[config.mk]
export PLATFORM = sky130hd
export DESIGN_NAME = swc_gen
export DESIGN_NICKNAME = d
export VERILOG_FILES = /design/src/rtl/swc_gen.sv
export SDC_FILE = /design/constraint.sdc
export NUM_CORES = 1
export LEC_CHECK = 0
export CORE_UTILIZATION = 50
export CTS_CLUSTER_DIAMETER = 50
export CTS_CLUSTER_SIZE = 28
export DETAILED_ROUTE_END_ITERATION = 7
export PLACE_DENSITY = 0.69
export SYNTH_ARGS = -nofsm -noshare
export SYNTH_HDL_FRONTEND = slang
export SYNTH_SLANG_ARGS = --single-unit
[constraint.sdc]
create_clock -name clock -period 3.7 [get_ports clock]
set_clock_uncertainty 0.2 [all_clocks]
set_input_delay 0.925 -clock clock [delete_from_list [all_inputs] [get_ports clock]]
set_output_delay 0.925 -clock clock [all_outputs]
set_load 0.02 [all_outputs]
[src/rtl/swc_gen.sv]
// rtl/swc_gen.sv - instruction-driven stopwatch/countdown counter with prescaler and auto-reload
//
// Purpose:
//    Counter of width 8*BYTES controlled by 16-bit instructions from the
//    sequencer. Supports byte-indexed counter/reload loads, single steps,
//    continuous up/down counting that stops at zero, and a periodic
//    auto-reload mode that emits a one-cycle tick on each reload. Continuous
//    steps are paced by an 8-bit prescaler (one step every pre+1 idle cycles).
//
// Ports:
//    clock    in   1        system clock, rising edge
//    reset    in   1        asynchronous active-low reset
//    inst     in   16       instruction {code[3:0], sel[3:0], imm[7:0]}
//    inst_en  in   1        instruction valid
//    counter  out  8*BYTES  current counter value
//    ready    out  1        counter == 0
//    tick     out  1        one-cycle pulse on auto-reload
//    busy     out  1        continuous mode active
//    error    out  1        sticky error flag (cleared only by reset)

module swc_gen #(
   parameter int BYTES = 3
) (
   input  logic                 clock,
   input  logic                 reset,
   input  logic [15:0]          inst,
   input  logic                 inst_en,
   output logic [8*BYTES-1:0]   counter,
   output logic                 ready,
   output logic                 tick,
   output logic                 busy,
   output logic                 error
);

   localparam int W = 8 * BYTES;
   localparam logic [4:0] BYTES_L = 5'(BYTES);

   localparam logic [3:0] OP_NOP = 4'd0;
   localparam logic [3:0] OP_LDC = 4'd1;
   localparam logic [3:0] OP_LDR = 4'd2;
   localparam logic [3:0] OP_LDP = 4'd3;
   localparam logic [3:0] OP_COU = 4'd4;
   localparam logic [3:0] OP_COD = 4'd5;
   localparam logic [3:0] OP_CCU = 4'd6;
   localparam logic [3:0] OP_CCD = 4'd7;
   localparam logic [3:0] OP_CCS = 4'd8;
   localparam logic [3:0] OP_CCR = 4'd9;
   localparam logic [3:0] OP_RLD = 4'd10;

   typedef enum logic [1:0] {
      ST_RESET = 2'd0,
      ST_READY = 2'd1,
      ST_ERROR = 2'd2
   } st_e;

   typedef enum logic [1:0] {
      MODE_NONE   = 2'd0,
      MODE_UP     = 2'd1,
      MODE_DOWN   = 2'd2,
      MODE_RELOAD = 2'd3
   } mode_e;

   st_e            st_q,   st_d;
   mode_e          mode_q, mode_d;
   logic [W-1:0]   cnt_q,  cnt_d;
   logic [W-1:0]   rld_q,  rld_d;
   logic [7:0]     pre_q,  pre_d;
   logic [7:0]     pcnt_q, pcnt_d;
   logic           tick_q, tick_d;

   // Instruction fields
   logic [3:0]     code;
   logic [3:0]     sel;
   logic [7:0]     imm;
   logic           sel_ok;

   assign code   = inst[15:12];
   assign sel    = inst[11:8];
   assign imm    = inst[7:0];
   assign sel_ok = ({1'b0, sel} < BYTES_L);

   logic [W-1:0]   cnt_inc;
   logic [W-1:0]   cnt_dec;
   logic           cnt_zero;

   assign cnt_inc  = cnt_q + W'(1);
   assign cnt_dec  = cnt_q - W'(1);
   assign cnt_zero = (cnt_q == '0);

   // Result of a prescaled step opportunity in the current continuous mode.
   // UP/DOWN halt once the counter sits at zero; RELOAD refills from rld and
   // flags a tick instead.
   logic [W-1:0]   step_cnt;
   mode_e          step_mode;
   logic           step_tick;

   always_comb begin
      step_cnt  = cnt_q;
      step_mode = mode_q;
      step_tick = 1'b0;
      case (mode_q)
         MODE_UP: begin
            if (cnt_zero) step_mode = MODE_NONE;
            else          step_cnt  = cnt_inc;
         end
         MODE_DOWN: begin
            if (cnt_zero) step_mode = MODE_NONE;
            else          step_cnt  = cnt_dec;
         end
         MODE_RELOAD: begin
            if (cnt_zero) begin
               step_cnt  = rld_q;
               step_tick = 1'b1;
            end else begin
               step_cnt  = cnt_dec;
            end
         end
         default: ;
      endcase
   end

   // Next-state logic
   always_comb begin
      st_d   = st_q;
      mode_d = mode_q;
      cnt_d  = cnt_q;
      rld_d  = rld_q;
      pre_d  = pre_q;
      pcnt_d = pcnt_q;
      tick_d = 1'b0;

      case (st_q)
         ST_RESET: begin
            // Instructions presented in the release cycle are dropped.
            st_d = ST_READY;
         end

         ST_READY: begin
            if (inst_en) begin
               // An instruction always takes the slot of a continuous step.
               case (code)
                  OP_NOP: ;
                  OP_LDC: begin
                     if (sel_ok) begin
                        for (int b = 0; b < BYTES; b++) begin
                           if ({1'b0, sel} == 5'(b)) cnt_d[8*b +: 8] = imm;
                        end
                        mode_d = MODE_NONE;
                     end else begin
                        st_d   = ST_ERROR;
                        cnt_d  = '0;
                        mode_d = MODE_NONE;
                     end
                  end
                  OP_LDR: begin
                     if (sel_ok) begin
                        for (int b = 0; b < BYTES; b++) begin
                           if ({1'b0, sel} == 5'(b)) rld_d[8*b +: 8] = imm;
                        end
                     end else begin
                        st_d   = ST_ERROR;
                        cnt_d  = '0;
                        mode_d = MODE_NONE;
                     end
                  end
                  OP_LDP: begin
                     pre_d  = imm;
                     pcnt_d = 8'd0;
                  end
                  OP_COU: begin
                     cnt_d  = cnt_inc;
                     mode_d = MODE_NONE;
                  end
                  OP_COD: begin
                     cnt_d  = cnt_dec;
                     mode_d = MODE_NONE;
                  end
                  // Continuous modes start with an unconditional immediate
                  // step; the zero checks only apply to later steps.
                  OP_CCU: begin
                     cnt_d  = cnt_inc;
                     pcnt_d = 8'd0;
                     mode_d = MODE_UP;
                  end
                  OP_CCD: begin
                     cnt_d  = cnt_dec;
                     pcnt_d = 8'd0;
                     mode_d = MODE_DOWN;
                  end
                  OP_CCR: begin
                     cnt_d  = cnt_dec;
                     pcnt_d = 8'd0;
                     mode_d = MODE_RELOAD;
                  end
                  OP_CCS: begin
                     mode_d = MODE_NONE;
                  end
                  OP_RLD: begin
                     cnt_d  = rld_q;
                     mode_d = MODE_NONE;
                  end
                  default: begin
                     st_d   = ST_ERROR;
                     cnt_d  = '0;
                     mode_d = MODE_NONE;
                  end
               endcase
            end else if (mode_q != MODE_NONE) begin
               if (pcnt_q == pre_q) begin
                  pcnt_d = 8'd0;
                  cnt_d  = step_cnt;
                  mode_d = step_mode;
                  tick_d = step_tick;
               end else begin
                  pcnt_d = pcnt_q + 8'd1;
               end
            end
         end

         default: begin
            // Error is sticky: hold the counter cleared until reset.
            st_d   = ST_ERROR;
            cnt_d  = '0;
            mode_d = MODE_NONE;
         end
      endcase
   end

   always_ff @(posedge clock or negedge reset) begin
      if (!reset) begin
         st_q   <= ST_RESET;
         mode_q <= MODE_NONE;
         cnt_q  <= '0;
         rld_q  <= '0;
         pre_q  <= 8'd0;
         pcnt_q <= 8'd0;
         tick_q <= 1'b0;
      end else begin
         st_q   <= st_d;
         mode_q <= mode_d;
         cnt_q  <= cnt_d;
         rld_q  <= rld_d;
         pre_q  <= pre_d;
         pcnt_q <= pcnt_d;
         tick_q <= tick_d;
      end
   end

   assign counter = cnt_q;
   assign ready   = cnt_zero;
   assign tick    = tick_q;
   assign busy    = (mode_q != MODE_NONE) && (st_q == ST_READY);
   assign error   = (st_q == ST_ERROR);

endmodule

==> load_flow_metrics.sql <==
INSERT INTO impl_metrics (metric_group, metric, value, unit) VALUES
('outcome', 'run_status', 'complete, no violations', ''),
('synth', 'proportion_of_register_bits_with_asynchronous_set_or_reset_after_synthesis', '100.0', '%'),
('place', 'dpl_cell_area', '0.006447', 'mm^2'),
('global_routing', 'all_layer_global_routing_usage', '37.88', '%'),
('critical_path', 'reg2reg_depth', '9', ''),
('cts', 'cts_htree_levels', '3', ''),
('sta', 'post-route-period-util', '93.05', '%'),
('sta', 'fin_crit', '3.443', 'ns'),
('synth', 'synthTopCellsByCount', 'dfrtp_1 (69), nand2_1 (60), o21ai_0 (53), nor2_1 (45), mux2_2 (35)', ''),
('power_and_ir_drop', 'ir_worst_vdd', '343.1', 'uV'),
('critical_path', 'crit_path_max_incr_delay', '0.61', 'ns'),
('sta', 'setup_violations', '0', ''),
('cts', 'clockRootBuffer', 'clkbuf_8', ''),
('synth', 'post_synth_main_area_contributors', 'dfrtp_1 (31%), mux2_2 (7.1%), o21ai_0 (4.8%)', ''),
('die', 'boundaryPins', '47', ''),
('die', 'initial_core_utilization', '51.32', '%'),
('die', 'die_width', '107.5', 'um'),
('layout', 'antenna_cells', '0', ''),
('detailed_routing', 'ant_nets', '0', ''),
('die', 'core_area', '0.01084', 'mm^2'),
('layout', 'final_cells', '871', ''),
('critical_path', 'timing.critical_path.max_delay_family', 'simple AND/OR/NAND/NOR gates', ''),
('sta', 'relSlewSlack', '39.35', '%'),
('detailed_routing', 'met1Wirelength', '8220', 'um'),
('synth', 'yosys.cell_types.count', '71', ''),
('sta', 'final-hold-violation-count', '0', ''),
('critical_path', 'worst_path_buffer_plus_inverter_count', '1', ''),
('job', 'max_cap_viols', '0', ''),
('layout', 'layout-drive-gt1-share', '18.19', '%'),
('critical_path', 'crit_type', 'reg -> out', ''),
('critical_path', 'worst-r2r-setup-slack', '0.57', 'ns'),
('power_and_ir_drop', 'power_density', '407.4', 'mW/mm^2'),
('critical_path', 'timing.rr.start', 'counter[6]', ''),
('critical_path', 'crit_path_end_kind', 'primary output', ''),
('critical_path', 'cp-start-kind', 'flip-flop', ''),
('synth', 'synth.net_count', '687', ''),
('hold_path', 'timing.hold.worst.start', 'pre_q[2]', ''),
('die', 'die_y', '107.5', 'um'),
('cts', 'ctsHoldBuffers', '0', ''),
('detailed_routing', 'drc_violations_left', '0', ''),
('detailed_routing', 'route.vias.total', '6003', ''),
('place', 'hpwl', '15200', 'um'),
('detailed_routing', 'initialDrtViolationCount', '690', ''),
('detailed_routing', 'first_pass_iters', '7', ''),
('synth', 'synth.ff_latch_count', '69', ''),
('power_and_ir_drop', 'total_leakage_power', '0.002800', 'uW'),
('synth', 'synth_edf_count', '0', ''),
('die', 'die_area', '0.01155', 'mm^2'),
('global_routing', 'wire_length_of_the_first_global_routing_pass', '31960', 'um'),
('detailed_routing', 'routed_wire_length_per_instance', '24.27', 'um'),
('global_routing', 'grt_antenna_before_repair', '0', ''),
('global_routing', 'grt_overflow', '0', ''),
('sta', 'timing.fmax', '0.2905', 'GHz'),
('detailed_routing', 'dr.max_layer_used', 'met4', ''),
('cts', 'clock_pin_slew_worst_setup_and_hold_paths', '0.09', 'ns'),
('detailed_routing', 'wl_met2', '9227', 'um'),
('synth', 'synth_simple_gate_area_share', '23.23', '%'),
('place', 'port_buffer_cells', '46', ''),
('synth', 'mux_contribution_to_synthesized_area', '7.625', '%'),
('critical_path', 'crit_chain', 'or4_4 > or2_1 > nor3_2 > dlygate4sd2_1', ''),
('sta', 'max_slew.worst_pin.slew', '0.9003', 'ns'),
('layout', 'finalCoreUtilization', '61.53', '%'),
('synth', 'yosysTopAreaCellShare', '31.04', '%'),
('synth', 'postSynth.topFlopCell', 'dfrtp_1', ''),
('sta', 'grt_setup_unrepaired', 'false', ''),
('global_routing', 'grt_max_degree', '70', ''),
('layout', 'num-fill-cells', '1001', ''),
('synth', 'yosys_warnings', '0', ''),
('cts', 'tritoncts', 'done', ''),
('place', 'placed_cells_incl_taps', '855', ''),
('sta', 'totalNegativeSetupSlack', '0', 'ns');
## worst register-to-register path, cell delays in order, from the launching register on
cell      delay [ns]
dfrtp_1         0.51
nor4_4          0.42
buf_4           0.20
and4_1          0.41
a41oi_1         0.21
o211ai_1        0.28
a21o_1          0.39
buf_4           0.23
nor2b_1         0.14
a21oi_1         0.05
## worst max path at each step
stage,start,endpoint,cells after the start
4_1_cts,counter[18],ready,4
3_3_place_gp,inst[15],counter[9],9
2_1_floorplan,counter[0],counter[10],11
6_report,counter[18],ready,4
5_1_grt,counter[18],ready,4
3_5_place_dp,inst[14],counter[9],9
## cell type report
cell class,count,area [um^2],area share [%]
Multi-Input combinational cell,528,3573,53.57
Sequential cell,69,1727,25.89
Timing Repair Buffer,105,922.1,13.82
Tap cell,140,175.2,2.626
Clock buffer,9,123.9,1.857
Clock inverter,7,100.1,1.501
Inverter,13,48.80,0.7316
## per-stage QoR
step / hold WS, ns / power, uW
after global placement: 0.3084 / 1972
after CTS: 0.3332 / 2698
after global routing: 0.3508 / 2825
final: 0.3310 / 2717
after floorplan: 0.2712 / 1555
after detailed placement: 0.3151 / 1981
## state kept, by name, indices dropped and copies added, names as in the netlist
name / cells
mode_q: 2
rld_q: 24
st_q: 2
counter: 24
tick: 1
pre_q: 8
pcnt_q: 8
## what timing repair did
| action | 4_1_cts | 5_1_grt |
|---|---|---|
| setup buffers | 0 | 0 |
| gates resized for setup | 1 | 0 |
| setup endpoints to repair | 1 | 0 |
| endpoints found under the hold margin | 0 | 0 |
## cell families (layout without fill, tap and decap cells)
family / count (synthesis) / after routing
DFF: 69 / 69
xor gates and xnor gates: 37 / 37
adders and majority gates: 8 / 8
muxes: 38 / 38
AOI/OAI and AO/OA: 206 / 206
and+or+nand+nor: 239 / 239
buffers and inverters: 63 / 134
## report_power, final
part	switching, uW	total [uW]	internal [uW]
Clock	341	722	381
Sequential	61.0	853	792
Combinational	716	1140	426
Total	1120	2720	1600
## routing by layer
layer / vias to the layer above / GRT usage [%]
li1: 2664 / -
met1: 2841 / 50.59
met2: 415 / 55.95
met3: 83 / 8.414
met4: 0 / 22.02
met5: - / 0
## placed cells by master (no fill, tap or decap), types with 16 or more instances in the layout
| cell | n |
|---|---|
| a21oi_1 | 34 |
| buf_4 | 57 |
| clkdlybuf4s50_1 | 44 |
| dfrtp_1 | 69 |
| mux2_2 | 35 |
| nand2_1 | 60 |
| nand3_1 | 24 |
| nand4_1 | 16 |
| nor2_1 | 45 |
| nor3_1 | 18 |
| o21ai_0 | 53 |
| xor2_1 | 22 |
(Power assumes the default switching activity.)
